File: src/rtl/seven_seg_pkg.sv
// Shared types and constants for the four-digit seven-segment scanner.
// Segment vectors are active-low, ordered {g,f,e,d,c,b,a}.
package seven_seg_pkg;

  localparam int NUM_DIGITS = 4;

  typedef logic [6:0] seg_t;

  localparam seg_t SEG_BLANK = 7'b1111111;

  // Hex glyphs 0..F; lower-case b and d keep them distinct from 8 and 0.
  localparam seg_t SEG_TABLE [16] = '{
    7'b1000000,  // 0
    7'b1111001,  // 1
    7'b0100100,  // 2
    7'b0110000,  // 3
    7'b0011001,  // 4
    7'b0010010,  // 5
    7'b0000010,  // 6
    7'b1111000,  // 7
    7'b0000000,  // 8
    7'b0010000,  // 9
    7'b0001000,  // A
    7'b0000011,  // b
    7'b1000110,  // C
    7'b0100001,  // d
    7'b0000110,  // E
    7'b0001110   // F
  };

  // Scan position; digit 0 is the rightmost digit.
  typedef enum logic [1:0] {
    DIG0 = 2'd0,
    DIG1 = 2'd1,
    DIG2 = 2'd2,
    DIG3 = 2'd3
  } dig_e;

endpackage

File: src/rtl/hex_to_seg7.sv
// Combinational hex nibble to active-low seven-segment pattern.
module hex_to_seg7
  import seven_seg_pkg::*;
(
  input  logic [3:0] i_hex,
  output seg_t       o_seg
);

  // Straight table lookup; every nibble value has a glyph.
  always_comb begin
    o_seg = SEG_TABLE[i_hex];
  end

endmodule

File: src/rtl/seven_seg_scan.sv
// Time-multiplexed driver for a 4-digit common-anode seven-segment display.
// A new value is taken only at the frame boundary so a frame never mixes
// two values, and each digit slot opens with an all-anodes-off guard to
// keep the previous digit's segments from ghosting onto the next anode.
// Optional build macro SEVEN_SEG_LEADING_ZERO_BLANK_EN suppresses leading
// zeros on digits 3..1 (digit 0 is always lit).
//
// state | meaning
// DIG0  | scanning digit 0 (rightmost), value_in[3:0]
// DIG1  | scanning digit 1, value_in[7:4]
// DIG2  | scanning digit 2, value_in[11:8]
// DIG3  | scanning digit 3; last slot cycle is the frame boundary
module seven_seg_scan
  import seven_seg_pkg::*;
#(
  parameter int REFRESH_DIV = 100000,  // cycles per digit slot, >= 4
  parameter int GUARD       = 16       // 1 <= GUARD < REFRESH_DIV
) (
  input  logic        clock_100MHz,
  input  logic        reset_n,
  input  logic [15:0] value_in,
  input  logic        value_valid,
  output logic        value_ready,
  input  logic        blank,
  output logic [3:0]  Anodes,
  output logic [6:0]  Cathodes,
  output logic        frame_tick
);

  localparam int CNT_W = (REFRESH_DIV > 1) ? $clog2(REFRESH_DIV) : 1;
  localparam logic [CNT_W-1:0] CNT_LAST  = CNT_W'(REFRESH_DIV - 1);
  localparam logic [CNT_W-1:0] CNT_GUARD = CNT_W'(GUARD);

  logic [CNT_W-1:0] r_cnt;
  dig_e             r_dig;
  logic [15:0]      r_disp;
  logic [3:0]       r_anodes;
  seg_t             r_cathodes;
  logic             r_frame_tick;

  logic             w_slot_end;
  logic             w_frame_end;
  logic [3:0]       w_nibble;
  seg_t             w_seg;
  logic             w_lz_blank;
  logic             w_dark;
  logic [3:0]       w_anode_sel;

  // Slot and frame boundaries; value_ready is the frame boundary itself.
  always_comb begin
    w_slot_end  = (r_cnt == CNT_LAST);
    w_frame_end = w_slot_end && (r_dig == DIG3);
  end

  assign value_ready = w_frame_end;

  // Select the nibble and anode for the digit currently being scanned.
  always_comb begin
    w_nibble = r_disp[3:0];
    case (r_dig)
      DIG0:    w_nibble = r_disp[3:0];
      DIG1:    w_nibble = r_disp[7:4];
      DIG2:    w_nibble = r_disp[11:8];
      DIG3:    w_nibble = r_disp[15:12];
      default: w_nibble = r_disp[3:0];
    endcase
    w_anode_sel = ~(4'b0001 << r_dig);
  end

`ifdef SEVEN_SEG_LEADING_ZERO_BLANK_EN
  // A digit is dark when it and every digit to its left are zero.
  always_comb begin
    w_lz_blank = 1'b0;
    case (r_dig)
      DIG3:    w_lz_blank = (r_disp[15:12] == 4'h0);
      DIG2:    w_lz_blank = (r_disp[15:8] == 8'h00);
      DIG1:    w_lz_blank = (r_disp[15:4] == 12'h000);
      default: w_lz_blank = 1'b0;
    endcase
  end
`else
  assign w_lz_blank = 1'b0;
`endif

  // Guard window, external blank and leading-zero suppression all turn the anodes off.
  always_comb begin
    w_dark = (r_cnt < CNT_GUARD) || blank || w_lz_blank;
  end

  hex_to_seg7 u_hex_to_seg7 (
    .i_hex (w_nibble),
    .o_seg (w_seg)
  );

  // Scan FSM: prescaler, digit sequencing, frame capture and registered outputs.
  always_ff @(posedge clock_100MHz or negedge reset_n) begin
    if (!reset_n) begin
      r_cnt        <= '0;
      r_dig        <= DIG0;
      r_disp       <= 16'h0000;
      r_anodes     <= 4'b1111;
      r_cathodes   <= SEG_BLANK;
      r_frame_tick <= 1'b0;
    end else begin
      if (w_slot_end) begin
        r_cnt <= '0;
        case (r_dig)
          DIG0:    r_dig <= DIG1;
          DIG1:    r_dig <= DIG2;
          DIG2:    r_dig <= DIG3;
          DIG3:    r_dig <= DIG0;
          default: r_dig <= DIG0;
        endcase
      end else begin
        r_cnt <= r_cnt + 1'b1;
      end

      if (w_frame_end && value_valid) begin
        r_disp <= value_in;
      end

      // Cathodes are left untouched while dark so nothing toggles under an off anode.
      if (w_dark) begin
        r_anodes <= 4'b1111;
      end else begin
        r_anodes   <= w_anode_sel;
        r_cathodes <= w_seg;
      end

      r_frame_tick <= w_frame_end;
    end
  end

  assign Anodes     = r_anodes;
  assign Cathodes   = r_cathodes;
  assign frame_tick = r_frame_tick;

endmodule

File: config.mk
export PLATFORM = sky130hd
export DESIGN_NAME = seven_seg_scan
export DESIGN_NICKNAME = d
export VERILOG_FILES = /design/src/rtl/seven_seg_pkg.sv /design/src/rtl/hex_to_seg7.sv /design/src/rtl/seven_seg_scan.sv
export SDC_FILE = /design/constraint.sdc
export NUM_CORES = 1
export LEC_CHECK = 0
export BUFFER_PORTS_ARGS = -buffer_cell sky130_fd_sc_hd__buf_2
export CORE_MARGIN = 4
export CORE_UTILIZATION = 60
export DETAILED_ROUTE_END_ITERATION = 10
export GPL_ROUTABILITY_DRIVEN = 0
export PLACE_DENSITY = 0.83
export SLEW_MARGIN = 20
export SYNTH_ARGS = -nofsm -noshare
export SYNTH_HDL_FRONTEND = slang
export SYNTH_HIERARCHICAL = 1
export SYNTH_SLANG_ARGS = --single-unit
File: constraint.sdc
create_clock -name clock_100MHz -period 4.5 [get_ports clock_100MHz]
set_input_delay 0.9 -clock clock_100MHz [delete_from_list [all_inputs] [get_ports clock_100MHz]]
set_output_delay 0.9 -clock clock_100MHz [all_outputs]
set_load 0.01 [all_outputs]
==> metrics <==
drt first-iter violations 170; number of distinct library cells after synthesis 35; final worst setup slack 1.62 ns; final hold violations 0; H-Tree Depth 2; Post-Synthesis Cells 200; Worst Tran Pin Value 0.776 ns; First-pass DRT Iterations 4; Setup TNS Final 0 ns; post-CTS setup buffers 0; antenna diode count 0; fillers 292; Routed Antenna Nets 0; Worst Skew 0.00704 ns; CTS buffer count 5; FFs w/ async S/R, synth 100%; Slew Limit Fails 0; Tmin final 2.88 ns; Syn Nets 233; wire per inst 15.7 um; # Max-Cap Violations 0; largest area contributor in the netlist dfrtp_1; NumNets Final 267; Layout area overhead 11.6%; synth warn 6; Req. time, crit path 3.60 ns; synth top area cells dfrtp_1 37%, dfstp_2 12%, mux2_2 6.9%; post-synthesis sequential area ratio 48.9%; Critical Path AT 1.98 ns; Clock Tree Root clkbuf_8; initial antenna violation count 0; number of synthesized flops with an enable pin 0; peak supply drop 0.210 mV; CTS tree done; Global Route Usage Sum 18.9%; Max Fanout on Critical Path 4; leak pwr 1.29 nW; Synth Flop Type dfrtp_1; vias in the first global route 1,557; Port Buffers 32; final setup vio count 0; core footprint 3800 sq um; clk sinks 47; period utilisation layout 64.0%; Skew-Pair Late Insertion Delay 0.31 ns; CTS resizes 0; Die ar. 5140 sq um; hpwl dp 3290 um; fraction of layout cells with a size suffix above 1 35.3%; top cell type's share of synthesized area 37.0%; Slew headroom 46.8%; crit path capture type output port; HP Class register to register; top-count cell post-synth dfrtp_1; first-pass GRT wire length 7530 um; Power Density 256 nW/um^2; total wire length 4450 um; WS Path Type register to output port; synth cell count leaders 36 x dfrtp_1, 18 x nor2_1, 15 x mux2_2; f_max 347 MHz; Sequential Area 1190 sq um; synthesized cell area 2430 sq um; global route total overflow 0; Seq cells post-synth 47; Die Y 71.7 um; largest net degree at the start of global routing 48; outcome finished, final reports clean; mean area per synthesized cell 12.2 sq um; starting density of the core 64.0%; DIE WIDTH 71.7 um; Vias/cell 5.60; pre-CTS setup slack 1.70 ns; Post-CTS Hold Fix Bufs 0; area of the multi-input gates 1140 sq um; Via Count 1,585; IO Pins 33; RSZ-0062 raised after global routing false; number of remaining DRC errors 0; CP Launch Type register; clk slew on worst S/H paths 0.09 ns; clk buf depth 2; placement row count 22
[where the power goes]
group          switching [mW]  leakage [nW]  internal, mW
sequential          0.0000842         0.603         0.423
clock                   0.143        0.0412         0.109
combinational          0.0124         0.648       0.00822
[placed cells by master (no fill, tap or decap), drive strengths merged, types with 4 or more instances in the layout]
master / count
a222oi: 4
buf: 36
clkbuf: 6
dfrtp: 36
dfstp: 11
ha: 13
inv: 13
mux2: 25
mux2i: 9
nand2: 8
nand3: 8
nand4: 6
nor2: 18
nor4: 7
xnor2: 10
xor2: 5
[worst max-delay path, stage by stage, from the launching register on]
cell and delay (ns):
dfrtp_1 0.46, nor4_4 0.34, nand2_2 0.12, nor4_1 0.37, and2_1 0.24, buf_2 0.15
[layer usage]
metal	GRT usage, %	part of all wire (%)
met1	25.3	45
met2	30.7	48
met3	4.77	6.0
met4	5.01	1.1
met5	0	0
[logic make-up (layout without fill, tap and decap cells)]
kind of cell / Yosys count / after routing / synth area share [%]
compound gates: 11 / 11 / 3.76
simple gates: 57 / 57 / 13.1
flops: 47 / 47 / 48.9
buf+inv: 22 / 57 / 4.27
fa+ha+maj: 13 / 13 / 6.69
xor+xnor: 15 / 15 / 5.40
mux: 35 / 35 / 17.9
[registers in the layout (all words and copies together), names as in the netlist]
signal and cells:
r_cnt 17, r_disp 16, Cathodes 7, Anodes 4, r_dig 2, frame_tick 1
[cell type report]
cell class | instances | share of cell area (%)
timing repair buffer | 36 | 7.10
multi-input combinational | 131 | 41.9
tap | 48 | 2.21
clock buffer | 6 | 2.67
inverter | 13 | 1.80
clock inverter | 2 | 0.461
sequential | 47 | 43.8
[metrics by stage]
step | power (mW) | hold WS (ns) | utilization, % | cell area (sq um) | std cells
floorplan | 0.435 | 0.455 | - | 2430 | 200
global placement | 0.452 | 0.479 | 69.2 | 2630 | 275
detailed placement | 0.453 | 0.486 | 69.2 | 2630 | 275
CTS | 0.700 | 0.498 | 71.4 | 2710 | 283
global route | 0.724 | 0.540 | 71.5 | 2720 | 283
finish | 0.696 | 0.490 | 71.5 | 2720 | 283
[worst paths after layout]
kind | from | end | slack, ns | cells after the start
min reg2reg | r_cnt[0] | r_cnt[0] | 0.49 | 1
min in group asynchronous | reset_n | frame_tick | 0.58 | 1
max reg2reg | r_dig[0] | Cathodes[3] | 1.67 | 9
min | r_cnt[0] | r_cnt[0] | 0.49 | 1
max | r_cnt[11] | value_ready | 1.62 | 5
max in group asynchronous | reset_n | Anodes[1] | 3.52 | 1
Power figures use the tool's default switching activity.
